File: config.mk
export PLATFORM = sky130hd
export DESIGN_NAME = spi_peripheral
export DESIGN_NICKNAME = d
export VERILOG_FILES = /design/src/rtl/spi_peripheral_pkg.sv /design/src/rtl/sync_ff.sv /design/src/rtl/spi_peripheral.sv
export SDC_FILE = /design/constraint.sdc
export NUM_CORES = 1
export LEC_CHECK = 0
export BUFFER_PORTS_ARGS = -buffer_cell sky130_fd_sc_hd__clkbuf_2
export CAP_MARGIN = 10
export CORE_ASPECT_RATIO = 0.8
export CORE_MARGIN = 4
export CORE_UTILIZATION = 46
export DETAILED_ROUTE_END_ITERATION = 6
export GPL_TIMING_DRIVEN = 0
export PLACE_DENSITY = 0.67
export SETUP_SLACK_MARGIN = 0.4
export SYNTH_ARGS = -nofsm -noshare
export SYNTH_HDL_FRONTEND = slang
export SYNTH_SLANG_ARGS = --single-unit
File: constraint.sdc
create_clock -name clk -period 3.31 [get_ports clk]
set_clock_uncertainty 0.1 [all_clocks]
set_input_delay 0.8275 -clock clk [delete_from_list [all_inputs] [get_ports clk]]
set_output_delay 0.8275 -clock clk [all_outputs]
set_load 0.02 [all_outputs]
File: src/rtl/spi_peripheral_pkg.sv
// Shared constants for the SPI register peripheral: frame geometry and register map.
package spi_peripheral_pkg;

  localparam int         FRAME_BITS = 16;
  localparam int         CNT_W      = 5;
  localparam logic [4:0] CNT_SAT    = 5'd17;
  localparam int         NUM_REGS   = 5;

  localparam logic [6:0] ADDR_EN_OUT_7_0  = 7'h00;
  localparam logic [6:0] ADDR_EN_OUT_15_8 = 7'h01;
  localparam logic [6:0] ADDR_EN_PWM_7_0  = 7'h02;
  localparam logic [6:0] ADDR_EN_PWM_15_8 = 7'h03;
  localparam logic [6:0] ADDR_PWM_DUTY    = 7'h04;
  localparam logic [6:0] MAX_ADDR         = 7'h04;

endpackage

File: src/rtl/sync_ff.sv
// Multi-flop synchronizer for one asynchronous input, with a configurable reset value.
module sync_ff #(
  parameter int   STAGES    = 2,
  parameter logic RESET_VAL = 1'b0
) (
  input  logic clk,
  input  logic rst_n,
  input  logic d,
  output logic q
);

  logic [STAGES-1:0] sync_reg;

  always_ff @(posedge clk or negedge rst_n) begin
    if (!rst_n) begin
      sync_reg <= {STAGES{RESET_VAL}};
    end else begin
      sync_reg <= {sync_reg[STAGES-2:0], d};
    end
  end

  assign q = sync_reg[STAGES-1];

endmodule

File: src/rtl/spi_peripheral.sv
// SPI mode-0 register peripheral: 16-bit write frames load five 8-bit PWM control registers.
// Optional register readback on cipo is enabled by defining SPI_PERIPHERAL_READBACK_EN.
module spi_peripheral
  import spi_peripheral_pkg::*;
#(
  parameter int SYNC_STAGES = 2
) (
  input  logic       clk,
  input  logic       rst_n,
  input  logic       sclk,
  input  logic       copi,
  input  logic       ncs,
  output logic       cipo,
  output logic [7:0] en_reg_out_7_0,
  output logic [7:0] en_reg_out_15_8,
  output logic [7:0] en_reg_pwm_7_0,
  output logic [7:0] en_reg_pwm_15_8,
  output logic [7:0] pwm_duty_cycle
);

  logic sclk_s, copi_s, ncs_s;
  logic sclk_d_reg, ncs_d_reg;

  sync_ff #(.STAGES(SYNC_STAGES), .RESET_VAL(1'b0)) u_sync_sclk (
    .clk(clk), .rst_n(rst_n), .d(sclk), .q(sclk_s)
  );
  sync_ff #(.STAGES(SYNC_STAGES), .RESET_VAL(1'b0)) u_sync_copi (
    .clk(clk), .rst_n(rst_n), .d(copi), .q(copi_s)
  );
  sync_ff #(.STAGES(SYNC_STAGES), .RESET_VAL(1'b1)) u_sync_ncs (
    .clk(clk), .rst_n(rst_n), .d(ncs), .q(ncs_s)
  );

  always_ff @(posedge clk or negedge rst_n) begin
    if (!rst_n) begin
      sclk_d_reg <= 1'b0;
      ncs_d_reg  <= 1'b1;
    end else begin
      sclk_d_reg <= sclk_s;
      ncs_d_reg  <= ncs_s;
    end
  end

  logic sclk_rise, ncs_fall, ncs_rise, sample_en;
  assign sclk_rise = sclk_s & ~sclk_d_reg;
  assign ncs_fall  = ~ncs_s & ncs_d_reg;
  assign ncs_rise  = ncs_s & ~ncs_d_reg;
  // A final sclk edge coincident with ncs rising still counts toward the frame.
  assign sample_en = sclk_rise & (~ncs_s | ncs_rise);

  logic [CNT_W-1:0]      count_reg, count_next;
  logic [FRAME_BITS-1:0] shift_reg, shift_next;

  always_comb begin
    count_next = count_reg;
    shift_next = shift_reg;
    if (ncs_fall) begin
      count_next = '0;
      shift_next = '0;
    end else if (sample_en) begin
      shift_next = {shift_reg[FRAME_BITS-2:0], copi_s};
      if (count_reg != CNT_SAT) begin
        count_next = count_reg + 1'b1;
      end
    end
  end

  always_ff @(posedge clk or negedge rst_n) begin
    if (!rst_n) begin
      count_reg <= '0;
      shift_reg <= '0;
    end else begin
      count_reg <= count_next;
      shift_reg <= shift_next;
    end
  end

  logic       commit;
  logic [6:0] frame_addr;
  assign frame_addr = shift_next[14:8];
  assign commit = ncs_rise && (count_next == CNT_W'(FRAME_BITS)) &&
                  shift_next[15] && (frame_addr <= MAX_ADDR);

  logic [7:0] regs_reg [NUM_REGS];

  genvar gi;
  generate
    for (gi = 0; gi < NUM_REGS; gi++) begin : g_regs
      always_ff @(posedge clk or negedge rst_n) begin
        if (!rst_n) begin
          regs_reg[gi] <= 8'h00;
        end else if (commit && (frame_addr == 7'(gi))) begin
          regs_reg[gi] <= shift_next[7:0];
        end
      end
    end
  endgenerate

  assign en_reg_out_7_0  = regs_reg[0];
  assign en_reg_out_15_8 = regs_reg[1];
  assign en_reg_pwm_7_0  = regs_reg[2];
  assign en_reg_pwm_15_8 = regs_reg[3];
  assign pwm_duty_cycle  = regs_reg[4];

`ifdef SPI_PERIPHERAL_READBACK_EN
  logic       sclk_fall, rd_load;
  logic [7:0] rd_data, tx_reg, tx_next;
  assign sclk_fall = ~sclk_s & sclk_d_reg;
  assign rd_load   = sample_en && !ncs_fall && (count_reg == 5'd7) && !shift_next[7];

  always_comb begin
    rd_data = 8'h00;
    case (shift_next[6:0])
      ADDR_EN_OUT_7_0:  rd_data = regs_reg[0];
      ADDR_EN_OUT_15_8: rd_data = regs_reg[1];
      ADDR_EN_PWM_7_0:  rd_data = regs_reg[2];
      ADDR_EN_PWM_15_8: rd_data = regs_reg[3];
      ADDR_PWM_DUTY:    rd_data = regs_reg[4];
      default:          rd_data = 8'h00;
    endcase
  end

  // The falling edge right after bit 8 must not shift, or the MSB is lost before bit 9 is sampled.
  always_comb begin
    tx_next = tx_reg;
    if (ncs_s) begin
      tx_next = 8'h00;
    end else if (rd_load) begin
      tx_next = rd_data;
    end else if (sclk_fall && (count_reg >= 5'd9) && (count_reg <= 5'd16)) begin
      tx_next = {tx_reg[6:0], 1'b0};
    end
  end

  always_ff @(posedge clk or negedge rst_n) begin
    if (!rst_n) begin
      tx_reg <= 8'h00;
    end else begin
      tx_reg <= tx_next;
    end
  end

  assign cipo = tx_reg[7];
`else
  assign cipo = 1'b0;
`endif

endmodule
# After elaboration in Yosys (flattened, before gate mapping)
# Cells that the tools add are included.
[classes]
n_addsub = 1
n_mul = 0
div_mod_pow = 0
n_lt_le_gt_ge = 1
eq_ne = 6
shift = 0
muxes = 5
n_bitwise = 8
reduce_logical = 9
[op_table]
columns = ["cell", "n"]
rows = [
  ["$mux W16", 2],
  ["$mux W5", 3],
  ["$eq A7 B2 Y1 const B", 2],
  ["$logic_and A1 B1 Y1", 8],
  ["$eq A7 B1 Y1 const B", 1],
  ["$eq A7 B3 Y1 const B", 1],
  ["$le A7 B3 Y1 const B", 1],
  ["$logic_not A7 Y1", 1],
  ["$add A5 B1 Y5 const B", 1],
  ["$eq A5 B5 Y1 const B", 1],
  ["$ne A5 B5 Y1 const B", 1],
  ["$and A1 B1 Y1", 4],
  ["$not A1 Y1", 3],
  ["$or A1 B1 Y1", 1],
]
[word_totals]
ff_bits = 69
latch_bits = 0
ram_bits = 0
mem_bits_ro = 0
in_bits = 5
wordCells = 42
mem_count = 0

# Longest topological paths before layout
# Gate-level depths: netlist (run 1).
[logic_depth]
word_depth = 11
mapped_depth = 8

# By module
# Synthesis (run 1) repeated with hierarchy kept, for this count alone.
[unflattened]
hier_cells = 219
hier_area_um2 = 2902.8
[modules_own_cells]
columns = ["module", "n_inst", "cells_per_inst", "area_per_inst_um2", "seq_area_each_um2"]
rows = [
  ["spi_peripheral", 1, 213, 2750.1, 1577.8],
  ["sync_ff at u_sync_copi ...", 2, 2, 50.0, 50.0],
  ["sync_ff at u_sync_ncs", 1, 2, 52.6, 52.6],
]

# Worst setup path before layout (run 1)
# Ideal clock, no wire load.
[synth_timing]
path_type = "flip-flop to flip-flop"
startpoint = "register count_reg[1]"
endpoint = "register regs_reg, in the netlist en_reg_pwm_15_8[3]"
setup_ns = 0.128
arrival_ns = 2.212
required_time_ns = 3.082
path_slack_ns = 0.871
stages_incl_launch_ff = 9
path_cell_list = "dfrtp_1 > inv_1 > ha_1 > and4bb_4 > nor3_4 > a32o_1 > o22ai_4 > nor4_4 > mux2_1"
[synth_via]
elab_chain_cells = 9
word_cells_on_any_way = 10
classes_between = "add/sub: 1; eq/ne: 2; mux: 3; reduce/logical: 4"
[synth_lines]
columns = ["item", "line", "text"]
rows = [
  ["start, declared", "spi_peripheral.sv:51", "logic [CNT_W-1:0] count_reg, count_next;"],
  ["start signal, assigned", "spi_peripheral.sv:73", "count_reg <= count_next;"],
  ["$add A5 B1 Y5 / $ne A5 B5 Y1 (equally long branches)", "spi_peripheral.sv:63, spi_peripheral.sv:62", ""],
  ["$mux W5", "spi_peripheral.sv:62", "if (count_reg != CNT_SAT) begin"],
  ["$mux W5 *", "spi_peripheral.sv:60", "end else if (sample_en) begin"],
  ["$mux W5 *", "spi_peripheral.sv:57", "if (ncs_fall) begin"],
  ["$eq A5 B5 Y1 *", "spi_peripheral.sv:81", "assign commit = ncs_rise && (count_next == CNT_W'(FRAME_BITS)) &&"],
  ["$logic_and A1 B1 Y1 * (2 in series)", "spi_peripheral.sv:81", ""],
  ["$logic_and A1 B1 Y1 *", "spi_peripheral.sv:82", "shift_next[15] && (frame_addr <= MAX_ADDR);"],
  ["$logic_and A1 B1 Y1 *", "spi_peripheral.sv:92", "end else if (commit && (frame_addr == 7'(gi))) begin"],
  ["end signal, assigned by index", "spi_peripheral.sv:93", "regs_reg[gi] <= shift_next[7:0];"],
  ["end, declared", "spi_peripheral.sv:84", "logic [7:0] regs_reg [NUM_REGS];"],
]
# Mark *: on every way between the ends. The rest lies on a longest branch, timed or not.
# A chain may end at the register's enable or synchronous reset.

# Worst setup path in the final report (run 1)
[layout_timing]
startpoint = "register count_reg[1]"
endpoint = "register regs_reg, in the netlist pwm_duty_cycle[4]"
# The elaborated chain is that of the path after synthesis.

==> results by group, run 1 <==
Floorplanning
  – Starting Density: 0.487
  – Core Box Area: 0.00607 mm2
  – Die area: 0.00778 mm2
  – I/O Pins: 46
  – Die span in y: between 70 and 80 um
  – Placement row count: 25
  – Die Wd: 97.7 um

Status
  – Status: completed

Drt
  – Routed WL per cell: 15.6 um
  – Vias/cell: between 5 and 6
  – DRC Markers: 0
  – Starting DRC count in detailed routing: 67
  – Drt pass-1 iters: 6
  – Total vias in the final route: between 1.5k and 2k
  – Post-route ant nets: 0
  – Routed wire length: ~5700 um

Critical path
  – Crit start category: flip-flop
  – Kind of critical path: flip-flop to flip-flop
  – Critical Path RT: 3.43 ns
  – FF-to-FF setup slack: roughly 0.64 ns
  – CP Max Fanout: 8
  – Nature of the critical path endpoint: flip-flop
  – WP data arrival: 2.80 ns

Yosys
  – Cells after synthesis: 215
  – Main flop type after synthesis: dfrtp_1
  – Post-synthesis cell area: 0.00296 mm2
  – Leading area contributor after synthesis: dfrtp_1
  – Sequential area share after synthesis: 0.585
  – Ys Warns: 0
  – Post-synthesis average cell area: between 10 and 15 um2
  – Seq cells post-synth: 69
  – Ys async rst share: 1.00
  – Number of flops mapped to enable cells by yosys: 0
  – Leading post-synthesis cells by cell area: dfrtp_1 56%, mux2_1 12%, nand2_1 3.9%, mux2_2 3.0%, nor4_4 2.9%
  – Synthesized net count: 222
  – Yosys top cell area share: 0.558
  – Yosys cell types: 43

Timing
  – RSZ-0062 raised after global routing: no
  – Max frequency: 374 MHz
  – Relative slew slack: 0.638
  – Worst Setup Slack, final: 0.639 ns
  – Max Transition Viols Final: 0
  – Final hold vios: 0
  – Crit path time final: 2.67 ns
  – Final setup vio count: 0
  – WHS: 0.246 ns
  – Setup TNS: 0 ns
  – Final worst path period share: 0.807
  – Worst Tran Pin Value: around 0.54 ns

Pwr
  – Pleak: approximately 1.9 nW
  – PD cells: about 470 mW/mm2
  – Peak VDD IR: 0.363 mV
  – Power Total: 1.68 mW

Placed design
  – Gp weighted congestion: roughly 0.8
  – HPWL Detailed: 3850 um
  – DP Area: 0.00331 mm2
  – Port buffer count: between 40 and 50
  – Worst Setup Slack post-DPL: just under 0.5 ns
  – Placed Instances: 341

Cells and area
  – Layout Cells excl Fill: 365
  – Max reg flops: 16
  – Final net count: 286
  – Layout cell share with drive strength beyond 1: 0.363
  – Most frequent cells in the layout: 66 x dfrtp_1, 43 x clkbuf_2, 32 x mux2_1
  – Commonest non-fill, non-tap cell in the layout: dfrtp_1
  – Diodes inserted: 0
  – Final instance area: 0.00357 mm2
  – Final core occ: 0.588
  – Area Overhead vs Synth: 20.7%

GRT
  – GRT Total Usage: 0.163
  – First-pass GRT wire length: 9670 um
  – Antenna violations before repair: 0
  – Largest net degree at the start of global routing: 59
  – Gr ovfl total: 0
  – Vias in the first global route: 1,952

Clocking
  – Clock buffer depth: 2
  – TritonCTS Buffers: 9
  – Clk pin slew, worst setup/hold paths: ~0.07 ns
  – CTS Root Cell: clkbuf_8
  – Clock sinks: 69
  – Worst-skew pair later-pin latency: ~0.34 ns
  – H-tree Lvls: 3
  – CTS tree: yes

Min path
  – Worst hold path type: primary input to async pin

Run
  – MaxCap Viol Count: 0
==> cell type report <==
class | count | area (um2)
Clock inverter | 5 | 58.8
Clock buffer | 11 | 141
Timing Repair Buffer | 53 | 310
Multi-Input combinational cell | 135 | 1170
Fill cell | 533 | 2500
Buffer | 7 | 45.0
Inverter | 4 | 15.0
Tap cell | 81 | 101
Sequential cell | 69 | 1730
==> worst paths after layout <==
path                                           end                     from  cells after the start
setup / recovery                 pwm_duty_cycle[4]             count_reg[1]                      8
hold / removal                   en_reg_out_7_0[2]                    rst_n                      1
setup reg to reg                 pwm_duty_cycle[4]             count_reg[1]                      8
hold reg to reg            u_sync_sclk.sync_reg[1]  u_sync_sclk.sync_reg[0]                      0
max in group asynchronous                ncs_d_reg                    rst_n                      2
min in group clk           u_sync_sclk.sync_reg[1]  u_sync_sclk.sync_reg[0]                      0
==> synthesized netlist by cell type (3+ instances only) <==
cell / instances
xnor2_1: 3
mux2_1: 32
nor4_4: 4
nand2_1: 31
clkbuf_1: 3
nor2_1: 5
dfstp_2: 3
a21oi_1: 11
mux2_2: 8
nand3_1: 3
buf_4: 3
dfrtp_1: 66
==> report_power, final <==
group / internal [mW] / switching (mW)
clock network: 0.370 / 0.323
registers: 0.857 / 0.0152
logic: 0.0432 / 0.0748
==> logic make-up after synthesis <==
kind of cell / Yosys count / share of synthesized area
DFF: 69 / 0.585
and+or+nand+nor: 63 / 0.146
muxes: 42 / 0.159
AOI/OAI and AO/OA: 24 / 0.0706
buffers and inverters: 11 / 0.0203
xor gates and xnor gates: 3 / 0.00888
adders and majority gates: 2 / 0.00846
other: 1 / 0.00127
==> layer usage <==
metal	wire length, um	track usage	vias to the layer above
met5	0	0	-
met4	83	0.0650	0
met3	375	0.0681	9
met2	2490	0.239	51
met1	2730	0.214	900
li1	-	-	886
==> critical path, cell delays in order (launching register included) <==
cell and delay [ns]:
dfrtp_1 0.47, inv_1 0.07, ha_1 0.19, and4bb_4 0.22
nor3_4 0.24, a32o_1 0.23, o22ai_4 0.15, nor3_4 0.49
mux2_2 0.40
==> repair_timing <==
action                                  4_1_cts  5_1_grt
hold buffers                                  0        0
endpoints found under the setup margin        0       28
buffers inserted                              0        8
hold endpoints to repair                      0        0
resized for setup                             0        0
No activity file was read; power rests on OpenSTA's default activity.
==> inputs of run 2 (changes only) <==
--- a/config.mk
+++ b/config.mk
@@ -12,7 +12,7 @@
 export CORE_UTILIZATION = 46
 export DETAILED_ROUTE_END_ITERATION = 6
 export GPL_TIMING_DRIVEN = 0
-export PLACE_DENSITY = 0.67
+export PLACE_DENSITY = 0.69
 export SETUP_SLACK_MARGIN = 0.4
 export SYNTH_ARGS = -nofsm -noshare
 export SYNTH_HDL_FRONTEND = slang
==> constraint.sdc (replaced) <==
create_clock -name clk -period 2.2 [get_ports clk]
set_clock_uncertainty 0.1 [all_clocks]
set_input_delay 0.55 -clock clk [delete_from_list [all_inputs] [get_ports clk]]
set_output_delay 0.55 -clock clk [all_outputs]
set_load 0.02 [all_outputs]
==> results by group, run 2 (synthesis gave the netlist of run 1 again) <==
Drt
  – DRC Markers: 0 (unchanged)
  – Post-route ant nets: 0 (unchanged)
  – Drt pass-1 iters: 5 (was 6)
  – Starting DRC count in detailed routing: 115 (was 67)
  – Total vias in the final route: 1,978 (was 1,846)
  – Routed WL per cell: 17.1 um (was 15.6 um)
  – Routed wire length: 6550 um (was 5680 um)
  – Vias/cell: 5.18 (was 5.06)

Clocking
  – CTS Root Cell: clkbuf_8 (unchanged)
  – Clk pin slew, worst setup/hold paths: 0.07 ns (about the same)
  – H-tree Lvls: 3 (unchanged)
  – Worst-skew pair later-pin latency: 0.35 ns (was 0.34 ns)
  – TritonCTS Buffers: 9 (unchanged)
  – Clock sinks: 69 (unchanged)
  – Clock buffer depth: 2 (unchanged)
  – CTS tree: yes (unchanged)

GRT
  – Antenna violations before repair: 0 (unchanged)
  – GRT Total Usage: 0.178 (was 0.163)
  – Vias in the first global route: 2,045 (was 1,952)
  – First-pass GRT wire length: 10,700 um (was 9670 um)
  – Gr ovfl total: 0 (unchanged)
  – Largest net degree at the start of global routing: 47 (was 59)

Pwr
  – Switching share of power: 0.257 (was 0.245)
  – Power Total: 2.48 mW (was 1.68 mW)
  – Clock power share: 0.369 (was 0.412)
  – PD cells: 622 mW/mm2 (was 472 mW/mm2)
  – Comb power frac: 0.102 (was 0.070)
  – Peak VDD IR: 0.359 mV (was 0.363 mV)
  – Sequential share of power: 0.529 (was 0.518)
  – Internal: 1.84 mW (was 1.27 mW)
  – Psw: 637 uW (was 413 uW)
  – Pleak: 1.89 nW (was 1.86 nW)

Floorplanning
  – Die span in y: 79.7 um (unchanged)
  – Die Wd: 97.7 um (unchanged)
  – Die area: 0.00778 mm2 (unchanged)
  – Core Box Area: 0.00607 mm2 (unchanged)
  – Starting Density: 0.487 (unchanged)
  – I/O Pins: 46 (unchanged)
  – Placement row count: 25 (unchanged)

Cells and area
  – Layout cell share with drive strength beyond 1: 0.565 (was 0.363)
  – Max reg flops: 16 (unchanged)
  – Area Overhead vs Synth: 34.7% (was 20.7%)
  – Diodes inserted: 0 (unchanged)
  – Final instance area: 0.00399 mm2 (was 0.00357 mm2)
  – Commonest non-fill, non-tap cell in the layout: dfrtp_1 (unchanged)
  – Final core occ: 0.657 (was 0.588)
  – Final net count: 303 (was 286)
  – Most frequent cells in the layout: 64 x dfrtp_1, 45 x clkbuf_2, 32 x mux2_4 (was 66 x dfrtp_1, 43 x clkbuf_2, 32 x mux2_1)
  – Layout Cells excl Fill: 382 (was 365)

Critical path
  – Crit start category: flip-flop (unchanged)
  – Nature of the critical path endpoint: flip-flop (unchanged)
  – Kind of critical path: flip-flop to flip-flop (unchanged)
  – Critical Path RT: 2.33 ns (was 3.43 ns)
  – CP Max Fanout: 8 (unchanged)
  – WP data arrival: 2.63 ns (was 2.80 ns)

Timing
  – RSZ-0062 raised after global routing: yes (was no)
  – WHS: 0.0307 ns (was 0.246 ns)
  – Worst Setup Slack, final: -0.293 ns (was 0.639 ns)
  – Final worst path period share: 1.13 (was 0.807)
  – Final hold vios: 0 (unchanged)
  – Setup TNS: -9.20 ns (was 0 ns)
  – Max Transition Viols Final: 0 (unchanged)
  – Final setup vio count: 40 (was 0)
  – Max frequency: 401 MHz (was 374 MHz)
  – Crit path time final: 2.49 ns (was 2.67 ns)

Placed design
  – HPWL Detailed: 3920 um (was 3850 um)
  – Port buffer count: 44 (unchanged)
  – Worst Setup Slack post-DPL: -0.576 ns (was 0.489 ns)
  – DP Area: 0.00332 mm2 (was 0.00331 mm2)
  – Placed Instances: 341 (unchanged)
  – Gp weighted congestion: 0.802 (was 0.789)

Run
  – MaxCap Viol Count: 0 (unchanged)

Min path
  – Worst hold path type: primary input to async pin (unchanged)

Status
  – Failing checks: setup timing
  – Status: finished with violations (was completed)
-- run 2: path summary, 6_finish.rpt --
path | from | to | slack [ns] | depth (start not counted)
min reg2reg | u_sync_sclk.sync_reg[0] | u_sync_sclk.sync_reg[1] | 0.25 | 0
max in group asynchronous | rst_n | shift_reg[3] | 1.43 | 2
min in group clk | ncs | u_sync_ncs.sync_reg[0] | 0.18 | 1
max reg2reg | count_reg[0] | en_reg_pwm_7_0[0] | -0.29 | 9
min | rst_n | shift_reg[12] | 0.03 | 1
max | count_reg[0] | en_reg_pwm_7_0[0] | -0.29 | 9
-- run 2: layout make-up --
cell class,instances,area [um2]
Clock inverter,5,36.3
Tap cell,81,101
Inverter,4,15.0
Multi-Input combinational cell,135,1420
Sequential cell,69,1730
Fill cell,443,2080
Buffer,7,51.3
Timing Repair Buffer,70,489
Clock buffer,11,141
-- run 2: repair_timing --
item / 4_1_cts / 5_1_grt
setup endpoints to repair: 50 / 51
resized for setup: 40 / 31
pin swaps: 12 / 8
setup buffers: 20 / 5
hold buffers: 0 / 0
-- run 2: critical path: stages, from the launching register on --
cell and delay [ns]:
dfrtp_2 0.42, ha_2 0.23, nand3_1 0.15, nor4_2 0.20
o21bai_4 0.20, nand4b_4 0.14, buf_6 0.15, nor4_4 0.30
buf_12 0.19, mux2_4 0.31
-- run 2: metal layers --
layer  vias up  global-route usage  share of wire
met4         0              0.0512         0.0084
met5         -                   0              0
li1        913                   -              -
met3         6              0.0707          0.048
met1      1008               0.241           0.46
met2        51               0.265           0.48
-- run 2: power groups by stage --
| stage | sequential (mW) | clock (mW) | combinational (mW) |
|---|---|---|---|
| global placement | 1.34 | 0 | 0.172 |
| global route | 1.31 | 1.01 | 0.275 |
| finish | 1.31 | 0.915 | 0.253 |
| detailed placement | 1.34 | 0 | 0.181 |
| CTS | 1.31 | 0.945 | 0.226 |
| floorplan | 1.33 | 0 | 0.124 |
